[src/rtl/hit_memory_reader_if.sv]
// Bundle of the query, memory B-port and hit-stream signals of hit_memory_reader.
// master = reader side, slave = storage/consumer side.
interface hit_memory_reader_if #(
    parameter int SSIDBITS         = 12,
    parameter int COLINDEXBITS_HNM = 5,
    parameter int NCOLS_HCM        = 16,
    parameter int ROWINDEXBITS_HIM = 8,
    parameter int HITINFOBITS      = 8,
    parameter int MAXHITS          = 4
) ();
    localparam int NCOLS_HNM = 2 ** COLINDEXBITS_HNM;

    logic                                   memoryBusy;
    logic                                   requestValid;
    logic [SSIDBITS-1:0]                    requestSSID;
    logic                                   requestReady;
    logic [SSIDBITS-COLINDEXBITS_HNM-1:0]   hnmAddr;
    logic [NCOLS_HNM-1:0]                   hnmData;
    logic [SSIDBITS-1:0]                    hcmAddr;
    logic [NCOLS_HCM-1:0]                   hcmData;
    logic [ROWINDEXBITS_HIM-1:0]            himAddr;
    logic [MAXHITS*HITINFOBITS-1:0]         himData;
    logic                                   hitValid;
    logic                                   hitReady;
    logic [HITINFOBITS-1:0]                 hitInfo;
    logic                                   hitLast;
    logic                                   hitEmpty;
    logic                                   countOverflow;
    logic [15:0]                            statRequests;
    logic [15:0]                            statMisses;

    modport master (
        input  memoryBusy, requestValid, requestSSID, hnmData, hcmData, himData, hitReady,
        output requestReady, hnmAddr, hcmAddr, himAddr, hitValid, hitInfo, hitLast,
               hitEmpty, countOverflow, statRequests, statMisses
    );

    modport slave (
        output memoryBusy, requestValid, requestSSID, hnmData, hcmData, himData, hitReady,
        input  requestReady, hnmAddr, hcmAddr, himAddr, hitValid, hitInfo, hitLast,
               hitEmpty, countOverflow, statRequests, statMisses
    );
endinterface

[src/rtl/hit_memory_reader.sv]
// Walks HNM -> HCM -> HIM for one SSID and streams its hit words oldest first.
// Optional request/miss counters are built when HIT_READER_STATS_EN is defined.
module hit_memory_reader #(
    parameter int SSIDBITS         = 12,
    parameter int COLINDEXBITS_HNM = 5,
    parameter int NCOLS_HCM        = 16,
    parameter int ROWINDEXBITS_HIM = 8,
    parameter int MAXHITNBITS      = 3,
    parameter int HITINFOBITS      = 8,
    parameter int MAXHITS          = 4
) (
    input  logic                 clock,
    input  logic                 resetN,
    hit_memory_reader_if.master  bus
);
    localparam int IDXW = (MAXHITS > 1) ? $clog2(MAXHITS) : 1;
    localparam logic [MAXHITNBITS-1:0] MAXCOUNT = MAXHITNBITS'(MAXHITS);

    typedef enum logic [2:0] {
        IDLE, HNM_WAIT, HNM_CHK, HCM_WAIT, HCM_CHK, HIM_WAIT, HIM_LOAD, STREAM
    } state_t;

    state_t                               state;
    logic [SSIDBITS-1:0]                  ssid;
    logic [MAXHITNBITS-1:0]               count;
    logic [IDXW-1:0]                      index;
    logic [MAXHITS-1:0][HITINFOBITS-1:0]  row;
    logic [SSIDBITS-COLINDEXBITS_HNM-1:0] hnmAddr;
    logic [SSIDBITS-1:0]                  hcmAddr;
    logic [ROWINDEXBITS_HIM-1:0]          himAddr;
    logic                                 hitValid, hitLast, hitEmpty, countOverflow;
    logic [HITINFOBITS-1:0]               hitInfo;

    logic                                 accept, beatDone, hnmBit, unusedHcmBits;
    logic [MAXHITNBITS-1:0]               hcmCount;
    logic [MAXHITS-1:0][HITINFOBITS-1:0]  himRow;
    logic [IDXW-1:0]                      loadIndex, nextIndex;

    assign accept        = (state == IDLE) && bus.requestValid && !bus.memoryBusy;
    assign beatDone      = hitValid && bus.hitReady;
    assign hnmBit        = bus.hnmData[ssid[COLINDEXBITS_HNM-1:0]];
    assign hcmCount      = bus.hcmData[MAXHITNBITS-1:0];
    assign unusedHcmBits = ^bus.hcmData;
    assign himRow        = bus.himData;
    assign loadIndex     = IDXW'(count - 1'b1);
    assign nextIndex     = index - 1'b1;

    always_ff @(posedge clock or negedge resetN) begin
        if (!resetN) begin
            state         <= IDLE;
            ssid          <= '0;
            count         <= '0;
            index         <= '0;
            row           <= '0;
            hnmAddr       <= '0;
            hcmAddr       <= '0;
            himAddr       <= '0;
            hitValid      <= 1'b0;
            hitInfo       <= '0;
            hitLast       <= 1'b0;
            hitEmpty      <= 1'b0;
            countOverflow <= 1'b0;
        end else begin
            case (state)
                IDLE: if (accept) begin
                    ssid    <= bus.requestSSID;
                    hnmAddr <= bus.requestSSID[SSIDBITS-1:COLINDEXBITS_HNM];
                    state   <= HNM_WAIT;
                end
                HNM_WAIT: state <= HNM_CHK;
                HNM_CHK: if (!hnmBit) begin
                    hitValid <= 1'b1;
                    hitEmpty <= 1'b1;
                    hitLast  <= 1'b1;
                    hitInfo  <= '0;
                    state    <= STREAM;
                end else begin
                    hcmAddr <= ssid;
                    state   <= HCM_WAIT;
                end
                HCM_WAIT: state <= HCM_CHK;
                HCM_CHK: if (hcmCount == '0) begin
                    // HNM says hit but the count is empty: flag it and answer as a miss
                    countOverflow <= 1'b1;
                    hitValid      <= 1'b1;
                    hitEmpty      <= 1'b1;
                    hitLast       <= 1'b1;
                    hitInfo       <= '0;
                    state         <= STREAM;
                end else begin
                    if (hcmCount > MAXCOUNT) begin
                        count         <= MAXCOUNT;
                        countOverflow <= 1'b1;
                    end else begin
                        count <= hcmCount;
                    end
                    himAddr <= bus.hcmData[NCOLS_HCM-1 -: ROWINDEXBITS_HIM];
                    state   <= HIM_WAIT;
                end
                HIM_WAIT: state <= HIM_LOAD;
                HIM_LOAD: begin
                    // newest hit is slot 0, so start at the highest filled slot
                    row      <= himRow;
                    index    <= loadIndex;
                    hitInfo  <= himRow[loadIndex];
                    hitLast  <= (count == MAXHITNBITS'(1));
                    hitValid <= 1'b1;
                    state    <= STREAM;
                end
                STREAM: if (beatDone) begin
                    if (hitLast) begin
                        hitValid <= 1'b0;
                        hitLast  <= 1'b0;
                        hitEmpty <= 1'b0;
                        hitInfo  <= '0;
                        state    <= IDLE;
                    end else begin
                        index   <= nextIndex;
                        hitInfo <= row[nextIndex];
                        hitLast <= (nextIndex == '0);
                    end
                end
                default: state <= IDLE;
            endcase
        end
    end

`ifdef HIT_READER_STATS_EN
    logic [15:0] statRequests, statMisses;

    always_ff @(posedge clock or negedge resetN) begin
        if (!resetN) begin
            statRequests <= '0;
            statMisses   <= '0;
        end else begin
            if (accept && statRequests != 16'hFFFF) statRequests <= statRequests + 16'd1;
            if (beatDone && hitEmpty && statMisses != 16'hFFFF) statMisses <= statMisses + 16'd1;
        end
    end

    assign bus.statRequests = statRequests;
    assign bus.statMisses   = statMisses;
`else
    assign bus.statRequests = '0;
    assign bus.statMisses   = '0;
`endif

    assign bus.requestReady  = (state == IDLE) && !bus.memoryBusy;
    assign bus.hnmAddr       = hnmAddr;
    assign bus.hcmAddr       = hcmAddr;
    assign bus.himAddr       = himAddr;
    assign bus.hitValid      = hitValid;
    assign bus.hitInfo       = hitInfo;
    assign bus.hitLast       = hitLast;
    assign bus.hitEmpty      = hitEmpty;
    assign bus.countOverflow = countOverflow;
endmodule

[src/flat_wrapper.sv]
// flat-port wrapper written by rule: the top's interface ports become plain ports
module hit_memory_reader_flat 
#(
    parameter int SSIDBITS         = 12,
    parameter int COLINDEXBITS_HNM = 5,
    parameter int NCOLS_HCM        = 16,
    parameter int ROWINDEXBITS_HIM = 8,
    parameter int MAXHITNBITS      = 3,
    parameter int HITINFOBITS      = 8,
    parameter int MAXHITS          = 4
)
  (clock, resetN, bus_memoryBusy, bus_requestValid, bus_requestSSID, bus_hnmData, bus_hcmData, bus_himData, bus_hitReady, bus_requestReady, bus_hnmAddr, bus_hcmAddr, bus_himAddr, bus_hitValid, bus_hitInfo, bus_hitLast, bus_hitEmpty, bus_countOverflow, bus_statRequests, bus_statMisses);
  hit_memory_reader_if #(.SSIDBITS(SSIDBITS), .COLINDEXBITS_HNM(COLINDEXBITS_HNM), .NCOLS_HCM(NCOLS_HCM), .ROWINDEXBITS_HIM(ROWINDEXBITS_HIM), .HITINFOBITS(HITINFOBITS), .MAXHITS(MAXHITS)) bus_i ();
  input  logic clock;
  input  logic resetN;
  input wire logic [$bits(bus_i.memoryBusy)-1:0] bus_memoryBusy;
  input wire logic [$bits(bus_i.requestValid)-1:0] bus_requestValid;
  input wire logic [$bits(bus_i.requestSSID)-1:0] bus_requestSSID;
  input wire logic [$bits(bus_i.hnmData)-1:0] bus_hnmData;
  input wire logic [$bits(bus_i.hcmData)-1:0] bus_hcmData;
  input wire logic [$bits(bus_i.himData)-1:0] bus_himData;
  input wire logic [$bits(bus_i.hitReady)-1:0] bus_hitReady;
  output wire logic [$bits(bus_i.requestReady)-1:0] bus_requestReady;
  output wire logic [$bits(bus_i.hnmAddr)-1:0] bus_hnmAddr;
  output wire logic [$bits(bus_i.hcmAddr)-1:0] bus_hcmAddr;
  output wire logic [$bits(bus_i.himAddr)-1:0] bus_himAddr;
  output wire logic [$bits(bus_i.hitValid)-1:0] bus_hitValid;
  output wire logic [$bits(bus_i.hitInfo)-1:0] bus_hitInfo;
  output wire logic [$bits(bus_i.hitLast)-1:0] bus_hitLast;
  output wire logic [$bits(bus_i.hitEmpty)-1:0] bus_hitEmpty;
  output wire logic [$bits(bus_i.countOverflow)-1:0] bus_countOverflow;
  output wire logic [$bits(bus_i.statRequests)-1:0] bus_statRequests;
  output wire logic [$bits(bus_i.statMisses)-1:0] bus_statMisses;
  assign bus_i.memoryBusy = bus_memoryBusy;
  assign bus_i.requestValid = bus_requestValid;
  assign bus_i.requestSSID = bus_requestSSID;
  assign bus_i.hnmData = bus_hnmData;
  assign bus_i.hcmData = bus_hcmData;
  assign bus_i.himData = bus_himData;
  assign bus_i.hitReady = bus_hitReady;
  assign bus_requestReady = bus_i.requestReady;
  assign bus_hnmAddr = bus_i.hnmAddr;
  assign bus_hcmAddr = bus_i.hcmAddr;
  assign bus_himAddr = bus_i.himAddr;
  assign bus_hitValid = bus_i.hitValid;
  assign bus_hitInfo = bus_i.hitInfo;
  assign bus_hitLast = bus_i.hitLast;
  assign bus_hitEmpty = bus_i.hitEmpty;
  assign bus_countOverflow = bus_i.countOverflow;
  assign bus_statRequests = bus_i.statRequests;
  assign bus_statMisses = bus_i.statMisses;
  hit_memory_reader #(.SSIDBITS(SSIDBITS), .COLINDEXBITS_HNM(COLINDEXBITS_HNM), .NCOLS_HCM(NCOLS_HCM), .ROWINDEXBITS_HIM(ROWINDEXBITS_HIM), .MAXHITNBITS(MAXHITNBITS), .HITINFOBITS(HITINFOBITS), .MAXHITS(MAXHITS)) u_core (.clock(clock), .resetN(resetN), .bus(bus_i));
endmodule
[config.mk]
export PLATFORM = sky130hd
export DESIGN_NAME = hit_memory_reader_flat
export DESIGN_NICKNAME = d
export VERILOG_FILES = /design/src/rtl/hit_memory_reader_if.sv /design/src/rtl/hit_memory_reader.sv /design/src/flat_wrapper.sv
export SDC_FILE = /design/constraint.sdc
export NUM_CORES = 1
export LEC_CHECK = 0
export BUFFER_PORTS_ARGS = -buffer_cell sky130_fd_sc_hd__buf_4
export CORE_ASPECT_RATIO = 1.5
export CORE_MARGIN = 5
export CORE_UTILIZATION = 45
export CTS_CLUSTER_SIZE = 30
export DETAILED_ROUTE_END_ITERATION = 10
export HOLD_SLACK_MARGIN = 0.15
export PLACE_DENSITY = 0.79
export SETUP_SLACK_MARGIN = 0.4
export SYNTH_ARGS = -nofsm -noshare
export SYNTH_HDL_FRONTEND = slang
export SYNTH_SLANG_ARGS = --single-unit
[constraint.sdc]
create_clock -name clock -period 2 [get_ports clock]
set_input_delay 0.3 -clock clock [delete_from_list [all_inputs] [get_ports clock]]
set_output_delay 0.3 -clock clock [all_outputs]
set_load 0.02 [all_outputs]
Word level (Yosys, flattened, before mapping) --
Index checks and enable logic that the tools add are counted.
Word-level totals: flip-flop bits (word level) 91, bits in latches 0, RAM bits 0, memory bits (read-only) 0, bits of input ports 97, logic and storage cells 90, memories 0
Cells by class: add/subtract/negate cells 2, $mul 0, divide/modulo/power cells 0, order comparisons 4, equality and inequality tests 14, shift-type cells 0, muxes and demuxes 32, bitwise operators 1, reduce and logical (&&, ||, !) cells 21
Operators with widths (count):
- $mux W8 | 6
- $bmux W8 S2 | 2
- $pmux W8 S4 | 1
- $pmux W3 S8 | 1
- $mux W3 | 5
- $eq A3 B3 Y1 const B | 4
- $reduce_and A5 Y1 | 2
- $mux W1 | 9
- $ne A2 B1 Y1 const B | 4
- $pmux W1 S4 | 2
- $reduce_and A2 Y1 | 4
- $eq A3 B1 Y1 const B | 2
- $eq A3 B2 Y1 const B | 2
- $logic_not A3 Y1 | 2
- $lt A2 B3 Y1 const B | 2
- $lt A5 B6 Y1 const B | 1
- $mux W2 | 3
- $reduce_and A3 Y1 | 2
- $bmux W1 S5 | 1
- $logic_and A1 B1 Y1 | 4
- $ne A2 B2 Y1 const B | 2
- $pmux W2 S2 | 1
- $reduce_and A4 Y1 | 1
- $reduce_bool A2 Y1 | 2
- 8 further kinds | 9

Depth between registers and ports, before layout --
Gate-level depths: netlist of run 1.
depth in word-level cells 6, gate-level depth with buffers 9, depth with buffers taken out 7

Least setup slack after synthesis of run 1 --
No wires, ideal clock.
path kind reg2reg, start register u_core.state[0], end register u_core.hnmAddr[0], in the netlist u_core.bus.hnmAddr[0], setup time 0.125 ns, arrival time 2.125 ns, slack -0.250 ns, stages on the path, launching flop included 6, period minus slack after synthesis 2.250 ns, cell sequence dfrtp_1 > buf_6 > nor4_1 > nand2_1 > clkbuf_1 > mux2_2
Between the ends: cells in the longest elaborated chain, start to end 4
RTL lines:
- start, declared | line hit_memory_reader.sv:23 | state_t state;
- start signal, assigned | line hit_memory_reader.sv:50 | state <= IDLE;
- start signal, assigned | line hit_memory_reader.sv:68 | state <= HNM_WAIT;
- start signal, assigned | line hit_memory_reader.sv:70 | HNM_WAIT: state <= HNM_CHK;
- $logic_not A3 Y1 (*) | line hit_memory_reader.sv:39, hit_memory_reader.sv:64
- $logic_and A1 B1 Y1 (2 in a row) | line hit_memory_reader.sv:39 | assign accept = (state == IDLE) && bus.requestValid && !bus.memoryBusy;
- $reduce_and A2 Y1 (no source line) (*)
- end signal, assigned | line hit_memory_reader.sv:67 | hnmAddr <= bus.requestSSID[SSIDBITS-1:COLINDEXBITS_HNM];
- end, declared | line hit_memory_reader.sv:28 | logic [SSIDBITS-COLINDEXBITS_HNM-1:0] hnmAddr;
Every way passes the cells marked *; elsewhere a longest branch is shown, timed or not. A chain may end at the register's enable or synchronous reset.

Worst setup path in the final report of run 1 --
start register u_core.ssid[1], end register u_core.hcmAddr[6], in the netlist u_core.bus.hcmAddr[6]
Between the ends: cells in the longest elaborated chain, start to end 3
RTL lines:
- start, declared | line hit_memory_reader.sv:24 | logic [SSIDBITS-1:0] ssid;
- start signal, assigned | line hit_memory_reader.sv:66 | ssid <= bus.requestSSID;
- $bmux W1 S5 | line hit_memory_reader.sv:41 | assign hnmBit = bus.hnmData[ssid[COLINDEXBITS_HNM-1:0]];
- $mux W1 (not written as such) | line hit_memory_reader.sv:41
- $reduce_and A2 Y1 (no source line)
- end signal, assigned | line hit_memory_reader.sv:78 | hcmAddr <= ssid;
- end, declared | line hit_memory_reader.sv:29 | logic [SSIDBITS-1:0] hcmAddr;
Every way passes these cells. The select of a mux whose other input is x is not followed.

==> results of run 1 <==
## sequential cells by signal, indices dropped and copies added (netlist names), 2 cells and up
register and flops:
u_core.index 2, u_core.state 3, u_core.count 3, u_core.bus.hitInfo 8, u_core.row 32, u_core.ssid 6, u_core.bus.hcmAddr 12, u_core.bus.himAddr 8
u_core.bus.hnmAddr 6
## critical path, stage by stage, from the launching register on
cell and delay, ns:
dfrtp_2 0.42, buf_6 0.15, mux2i_1 0.22, a21oi_1 0.12
nand3_2 0.11, nand2_2 0.07, o311ai_4 0.31, buf_6 0.16
buf_8 0.13, mux2_4 0.31
## cells by family (layout without fill, tap and decap cells)
| logic type | Yosys count | count (layout) |
|---|---|---|
| mux | 104 | 104 |
| flops | 84 | 84 |
| buf+inv | 63 | 197 |
| simple gates | 45 | 46 |
| compound gates | 43 | 43 |
| fa+ha+maj | 4 | 4 |
| other cells | 1 | 32 |
## what timing repair did
action / CTS / global route
setup buffers: 5 / 11
hold buffers: 1 / 0
endpoints found under the hold margin: 44 / 0
endpoints found under the setup margin: 57 / 65
pin swaps: 1 / 14
cloned: 0 / 11
gates resized for setup: 7 / 90
## metrics by stage
| step | setup slack [ns] | std cells | utilization, % | cell area (µm²) |
|---|---|---|---|---|
| 2_1_floorplan | -0.000505 | 375 | - | 4690 |
| 3_3_place_gp | -0.118 | 583 | 55.7 | 5580 |
| 3_5_place_dp | -0.173 | 583 | 55.7 | 5580 |
| 4_1_cts | -0.107 | 605 | 59.3 | 5940 |
| 5_1_grt | -0.196 | 627 | 65.7 | 6580 |
| 6_report | -0.133 | 627 | 65.7 | 6580 |
## final timing paths
kind	start	endpoint	slack (ns)	cells after the start
min	bus_requestSSID[6]	u_core.bus.hnmAddr[1]	0.19	2
min reg2reg	u_core.index[1]	u_core.index[1]	0.48	2
max	u_core.ssid[1]	u_core.bus.hcmAddr[6]	-0.13	9
max reg2reg	u_core.ssid[1]	u_core.bus.hcmAddr[6]	-0.13	9
max in group asynchronous	resetN	u_core.row[30]	0.89	3
min in group asynchronous	resetN	u_core.bus.hitInfo[7]	0.52	2
## cells in the mapped netlist (2+ instances only)
library cell	n	share of area (%)
mux2_2	64	16
dfrtp_1	84	46
mux4_4	16	8.8
nand3_1	5	0.55
a31oi_1	2	0.28
clkbuf_1	10	0.83
inv_1	7	0.58
buf_6	4	0.99
o22ai_1	3	0.41
a22o_1	8	1.5
mux2i_1	16	3.5
nor2b_1	2	0.28
a21oi_1	8	0.88
ha_1	4	1.1
o21ai_0	8	0.88
nor2_1	10	0.83
nand2_1	11	0.91
or2b_1	2	0.33
a22oi_1	5	0.83
mux2_4	8	2.6
and2_1	2	0.28
buf_4	40	6.6
and2b_1	2	0.33
## per-layer routing
| metal | part of all wire (%) | vias up | global-route usage, % |
|---|---|---|---|
| li1 | - | 1508 | - |
| met1 | 36 | 1719 | 18.3 |
| met2 | 55 | 155 | 31.1 |
| met3 | 6.8 | 31 | 5.57 |
| met4 | 2.4 | 0 | 7.19 |
| met5 | 0 | - | 0 |
## power groups by stage
stage / Clock (mW) / Sequential, mW / Combinational [mW]
2_1_floorplan: 0 / 3.13 / 3.24
3_3_place_gp: 0 / 2.96 / 4.56
3_5_place_dp: 0 / 3.04 / 4.70
4_1_cts: 1.62 / 3.00 / 4.84
5_1_grt: 1.71 / 3.14 / 6.47
6_report: 1.61 / 3.06 / 6.13
## cell type report
class	instances	area, µm²	area share (%)
Multi-Input combinational cell	229	2460	37.3
Sequential cell	84	2110	32.0
Timing Repair Buffer	174	1550	23.6
Clock inverter	1	5.00	0.0760
Clock buffer	15	288	4.37
Tap cell	117	146	2.22
Inverter	7	26.3	0.399
==> impl_metrics.tcl, run 1 <==
set metrics [dict create \
    status "finished, violations left" \
    violations "setup timing" \
    setup_violations 21 \
    power_density_nw_per_um2 1640 \
    rsz0062_at_grt "true" \
    viasPerCell 5.44 \
    critPathArrivalTime_ns 2.35 \
    synth.distinct_cells 46 \
    synthAdderAreaFrac_pct 1.10 \
    ys_warn_count 0 \
    cts.sinks 84 \
    num_rows 45 \
    clkLatencyLatePin_ns 0.33 \
    coreArea_um2 10000 \
    tns_ns -2.49 \
    comb_power_share_pct 56.8 \
    vias 3413 \
    synthSimpleGateAreaFrac_pct 5.34 \
    post-route-min-period_ns 2.13 \
    path_class "register to register" \
    finalPower_mw 10.8 \
    cts_buffer_depth 2 \
    cp_max_fo 6 \
    power.internal_mw 7.02 \
    ant_nets 0 \
    synth_top_family_by_area "multiplexers" \
    die-height_um 133 \
    p_leak_nw 3.19 \
    relSlewSlack_pct 49.2 \
    synth.yosys.seq_area_share_pct 46.3 \
    grt_max_degree 47 \
    final_cell_mix "buf_4, dfrtp_1, mux2_4" \
    crit_path_end_kind "register" \
    antenna_found_initial 0 \
    min_period_over_period_pct 107 \
    fill_cells 742 \
    slew_violations 0 \
    crit_required_ns 2.22 \
    worst_pin_slew_ns 0.759 \
    syn_to_final_growth_pct 44.9 \
    fin_skew_ns 0.00518 \
    fin_nets 606 \
    port_buffers 131 \
    synth_edf_count 0 \
    initial_utilization_pct 45.3 \
    synth.cell_area_um2 4540 \
    grt_pass1_wl_um 16700 \
    synth-compound-area-share_pct 6.86 \
    detail_route.wl_per_cell_um 20.7 \
    synthMuxAreaShare_pct 30.8 \
    fmax_ghz 0.469 \
    maxCapViolCount 0 \
    h-tree-depth 3 \
    hpwl_um 7960 \
    dieArea_um2 12200 \
    wl_um 13000 \
    power_frac_clock_pct 14.9 \
    first_pass_iters 4 \
    diodes 0 \
    syn_inst 344 \
    drive_above_1_share_pct 59.4 \
    grt-ovfl-total 0 \
    ys.flop_type "dfrtp_1" \
    cts_buffers 9 \
    tritoncts "yes" \
    netSwitchingPower_mw 3.79 \
    power_frac_seq_pct 28.3 \
    ir_worst_vdd_mv 0.954 \
    min_path_type "input pin to register" \
    holdWs_ns 0.194 \
    yosys_register_bits 84 \
    worstSetupStartpointType "register" \
    final_hold_viol_count 0 \
    io_pins 169 \
    final_common_cell "buf_4" \
    finalWorstSetupSlack_ns -0.133 \
    clkSlewWorstSetupHoldPaths_ns 0.06 \
    synth_xor_area_share_pct 0 \
    globalRouteTotalUtil_pct 17.3 \
    place_congestion 0.748 \
    syn_area_per_cell_um2 13.2 \
    synthArstFlopShare_pct 100 \
    drc_errors 0 \
    die_w_um 92.1 \
    grt_pass1_vias 3493 \
    detail_route.iter0.violations 109 \
    ctsRootBufferMaster "clkbuf_16" \
    swShare_pct 35.1 \
]
Power figures use the tool's default switching activity.
==> run 2, diff against run 1 <==
--- a/config.mk
+++ b/config.mk
@@ -12,7 +12,7 @@
 export CTS_CLUSTER_SIZE = 30
 export DETAILED_ROUTE_END_ITERATION = 10
 export HOLD_SLACK_MARGIN = 0.15
-export PLACE_DENSITY = 0.79
+export PLACE_DENSITY = 0.81
 export SETUP_SLACK_MARGIN = 0.4
 export SYNTH_ARGS = -nofsm -noshare
 export SYNTH_HDL_FRONTEND = slang
==> constraint.sdc (replaced) <==
create_clock -name clock -period 2 [get_ports clock]
set_input_delay 0.3 -clock clock [delete_from_list [all_inputs] [get_ports clock]]
set_output_delay 0.3 -clock clock [all_outputs]
set_load 0.01 [all_outputs]
==> impl_metrics.tcl, run 2 (synthesized netlist as in run 1, its figures left out) <==
set metrics [dict create \
    worst_pin_slew_ns 0.750 \
    worst-r2r-cell-count 8 \
    wl_um 10600 \
    routedLengthMet1_um 3750 \
    die-height_um 133 \
    ctsRootBufferMaster "clkbuf_16" \
    post-route-min-period_ns 2.07 \
    r2r_end "u_core.bus.hcmAddr[2]" \
    min_path_type "input pin to register" \
    maxUsedRoutingLayer "met4" \
    r2r_slack_ns -0.07 \
    holdWs_ns 0.201 \
    wl_met3_um 905 \
    grt_max_degree 55 \
    status "finished, violations left" \
    h-tree-depth 3 \
    final_cell_mix "buf_4, dfrtp_1, mux2_2" \
    hold-path-endpoint "u_core.bus.hnmAddr[4]" \
    min_period_over_period_pct 104 \
    first_pass_iters 4 \
    crit_required_ns 2.21 \
    largest_registers "u_core.row x32, u_core.bus.hcmAddr x12" \
    critPathArrivalTime_ns 2.28 \
    p_leak_nw 2.83 \
    viasPerCell 5.24 \
    drive_above_1_share_pct 55.5 \
    tritoncts "yes" \
    diodes 0 \
    drc_errors 0 \
    grt_pass1_wl_um 16600 \
    num_rows 45 \
    finish.utilization_pct 59.7 \
    rsz0062_at_grt "true" \
    ir_worst_vdd_mv 0.806 \
    die_w_um 92.1 \
    grt_pass1_vias 3449 \
    cts.sinks 84 \
    largest_register_ffs 32 \
    critPathLaunch "u_core.ssid[1]" \
    port_buffers 131 \
    hold_depth 2 \
    crit_path_end_kind "register" \
    final_hold_viol_count 0 \
    ant_nets 0 \
    detail_route.iter0.violations 53 \
    largest-register "u_core.row" \
    clkLatencyLatePin_ns 0.33 \
    fin_nets 587 \
    detail_route.wl_per_cell_um 17.4 \
    r2r_start "u_core.ssid[1]" \
    globalRouteTotalUtil_pct 17.3 \
    dieArea_um2 12200 \
    cts_buffer_depth 2 \
    fmax_ghz 0.483 \
    dr_wl_met2_um 5780 \
    path_class "register to register" \
    syn_to_final_growth_pct 31.7 \
    finalPower_mw 9.16 \
    cp_max_fo 12 \
    min_from "bus_requestSSID[9]" \
    setup_violations 21 \
    vias 3181 \
    antenna_found_initial 0 \
    power_density_nw_per_um2 1530 \
    coreArea_um2 10000 \
    hpwl_um 7950 \
    slew_violations 0 \
    maxCapViolCount 0 \
    relSlewSlack_pct 49.8 \
    place_congestion 0.828 \
    final_common_cell "buf_4" \
    fin_skew_ns 0.00609 \
    worstSetupStartpointType "register" \
    io_pins 169 \
    initial_utilization_pct 45.3 \
    grt-ovfl-total 0 \
    finalWorstSetupSlack_ns -0.0705 \
    cts_buffers 9 \
    fill_cells 794 \
    clkSlewWorstSetupHoldPaths_ns 0.06 \
    violations "setup timing" \
]
## run 2: cell count changes in the layout (fill, tap and decap cells not counted), moves of 3 or more
cell / change
buf_4: -3
mux2_4: -51
buf_6: -5
mux2_2: +51
clkbuf_16: -4
buf_8: -4
buf_12: -3
## run 2: layout make-up
class | instances | area, µm² | share of cell area (%)
Clock buffer | 13 | 260 | 4.35
Clock inverter | 2 | 10.0 | 0.167
Inverter | 7 | 26.3 | 0.439
Multi-Input combinational cell | 228 | 2180 | 36.4
Sequential cell | 84 | 2110 | 35.2
Tap cell | 117 | 146 | 2.45
Timing Repair Buffer | 156 | 1260 | 21.0
## run 2: worst max-delay path, stage by stage (launching register included)
cell	delay, ns
dfrtp_1	0.39
buf_12	0.16
mux2i_1	0.19
a22oi_1	0.10
nand4_1	0.15
a21oi_2	0.07
o311ai_4	0.34
buf_6	0.22
mux2_2	0.34
## run 2: worst max-delay path by stage
| stage | cells past startpoint | to | slack [ns] |
|---|---|---|---|
| final | 8 | u_core.bus.hcmAddr[2] | -0.07 |
| after global placement | 8 | u_core.bus.hcmAddr[3] | -0.08 |
| after CTS | 8 | u_core.bus.hcmAddr[9] | -0.07 |
| after detailed placement | 8 | u_core.bus.hcmAddr[9] | -0.12 |
| after floorplan | 9 | u_core.bus.hcmAddr[0] | -0.0005 |
| after global routing | 8 | u_core.bus.hcmAddr[10] | -0.16 |
## run 2: what timing repair did
item,in CTS,in global routing
pin swaps,1,1
setup endpoints to repair,77,77
hold buffers,1,0
buffers inserted,2,5
hold endpoints to repair,30,0
resized for setup,6,4
cloned,0,1
## run 2: through the flow
stage	setup TNS [ns]	setup slack, ns	area (µm²)	instances
after detailed placement	-1.89	-0.118	5590	583
final	-1.16	-0.0705	5980	607
after global placement	-1.20	-0.0791	5590	583
after floorplan	-0.00505	-0.000505	4680	375
after CTS	-1.20	-0.0728	5910	601
after global routing	-2.82	-0.156	5980	607
## run 2: report_power, final
part | total, mW | switching [mW] | internal (mW)
registers | 2.99 | 0.512 | 2.48
clock network | 1.52 | 0.620 | 0.899
logic | 4.65 | 1.86 | 2.79
total | 9.16 | 2.99 | 6.17
## run 2: per-layer routing
layer	up-vias	global-route usage [%]
met5	-	0
met4	0	5.95
met3	12	6.43
met2	119	31.7
met1	1580	17.8
li1	1470	-
==> run 3, diff against run 2 <==
--- a/config.mk
+++ b/config.mk
@@ -13,7 +13,7 @@
 export DETAILED_ROUTE_END_ITERATION = 10
 export HOLD_SLACK_MARGIN = 0.15
 export PLACE_DENSITY = 0.81
-export SETUP_SLACK_MARGIN = 0.4
+export SKIP_CTS_REPAIR_TIMING = 1
 export SYNTH_ARGS = -nofsm -noshare
 export SYNTH_HDL_FRONTEND = slang
 export SYNTH_SLANG_ARGS = --single-unit
==> impl_metrics.tcl, run 3 (synthesized netlist as in run 1, its figures left out) <==
set metrics [dict create \
    tritoncts "yes" \
    drive_above_1_share_pct 54.4 \
    drc_errors 0 \
    crit_slowest_cell "dfrtp_1" \
    r2r_slack_ns -0.12 \
    power_density_nw_per_um2 1540 \
    detail_route.wl_per_cell_um 17.8 \
    antenna_found_initial 0 \
    grt_max_degree 45 \
    vias 3183 \
    cp_max_fo 12 \
    final_cell_mix "buf_4, dfrtp_1, mux2_2" \
    clkSlewWorstSetupHoldPaths_ns 0.06 \
    holdWs_ns 0.195 \
    setup_violations 21 \
    finalPower_mw 9.16 \
    tns_ns -1.99 \
    dp_cells 584 \
    post-route-min-period_ns 2.12 \
    fin_skew_ns 0.00702 \
    cts_buffers 9 \
    port_buffers 131 \
    min_period_over_period_pct 106 \
    cts_buffer_depth 2 \
    place_congestion 0.863 \
    clkLatencyLatePin_ns 0.33 \
    hpwl_um 8150 \
    die-height_um 133 \
    layoutNonFillerInstCount 604 \
    fill_cells 793 \
    finish.utilization_pct 59.5 \
    ant_nets 0 \
    finalWorstSetupSlack_ns -0.117 \
    critPathArrivalTime_ns 2.33 \
    num_rows 45 \
    crit_path_max_incr_delay_ns 0.40 \
    crit_path_end_kind "register" \
    cts.sinks 84 \
    coreArea_um2 10000 \
    fin_nets 584 \
    largest_registers "u_core.row x32, u_core.bus.hcmAddr x12" \
    dieArea_um2 12200 \
    viasPerCell 5.27 \
    fmax_ghz 0.472 \
    crit_required_ns 2.21 \
    relSlewSlack_pct 44.7 \
    ir_worst_vdd_mv 0.791 \
    path_class "register to register" \
    detail_route.iter0.violations 108 \
    wl_um 10700 \
    maxCapViolCount 0 \
    grt_pass1_vias 3473 \
    final_common_cell "buf_4" \
    io_pins 169 \
    slew_violations 0 \
    grt-ovfl-total 0 \
    globalRouteTotalUtil_pct 17.6 \
    p_leak_nw 2.81 \
    crit_chain "buf_12, mux2i_2, a22oi_1, nand3_1, nand2_2, o311ai_4, buf_6, buf_6, mux2_2" \
    worstSetupStartpointType "register" \
    worst_pin_slew_ns 0.826 \
    first_pass_iters 4 \
    rsz0062_at_grt "true" \
    largest_register_ffs 32 \
    diodes 0 \
    final_hold_viol_count 0 \
    violations "setup timing" \
    syn_to_final_growth_pct 31.1 \
    ctsRootBufferMaster "clkbuf_16" \
    largest-register "u_core.row" \
    crit_top_cell "buf_6" \
    min_path_type "input pin to register" \
    status "finished, violations left" \
    h-tree-depth 3 \
    die_w_um 92.1 \
    initial_utilization_pct 45.3 \
    grt_pass1_wl_um 16900 \
]
==> run 3: cell types whose count changed in the layout (fill, tap and decap cells not counted), moves of 2 or more <==
cell,before,now
dfrtp_1,81,84
buf_6,2,4
buf_4,146,142
dfrtp_2,3,0
==> run 3: cell type report <==
cell class	count	area (µm²)	share of cell area, %
Clock inverter	2	35.0	0.588
Inverter	7	26.3	0.441
Tap cell	117	146	2.46
Multi-Input combinational cell	229	2180	36.6
Sequential cell	84	2100	35.3
Clock buffer	13	250	4.20
Timing Repair Buffer	152	1220	20.4
==> run 3: layer usage <==
layer	vias up	wire (µm)	part of all wire, %	global-route usage (%)
met1	1580	3780	35	19.2
met5	-	0	0	0
met4	0	208	1.9	7.77
met3	14	809	7.5	5.18
li1	1469	-	-	-
met2	120	5930	55	31.3
==> run 3: final timing paths <==
check / cells past startpoint / end / startpoint
max: 9 / u_core.bus.hcmAddr[10] / u_core.ssid[1]
max reg2reg: 9 / u_core.bus.hcmAddr[10] / u_core.ssid[1]
min: 2 / u_core.bus.hnmAddr[3] / bus_requestSSID[8]
max in group asynchronous: 3 / u_core.row[17] / resetN
min in group asynchronous: 2 / u_core.bus.himAddr[1] / resetN
min reg2reg: 1 / u_core.bus.countOverflow / u_core.bus.countOverflow
==> run 3: critical path: cells and delay by family, from the launching register on <==
| family | cells | cell delay [ns] |
|---|---|---|
| flops | 1 | 0.40 |
| buf+inv | 3 | 0.45 |
| mux | 2 | 0.54 |
| compound gates | 2 | 0.41 |
| simple gates | 2 | 0.19 |
==> run 3: report_power, final <==
part           leakage, nW  internal [mW]  switching, mW
combinational         1.64           2.70           1.86
sequential            1.03           2.47          0.532
clock                0.140          0.993          0.611
==> run 3: per-stage QoR <==
step           setup WS, ns  cell area [µm²]
2_1_floorplan     -0.000505             4660
3_3_place_gp         -0.101             5570
3_5_place_dp         -0.182             5570
4_1_cts              -0.202             5850
5_1_grt              -0.222             5960
6_report             -0.117             5960
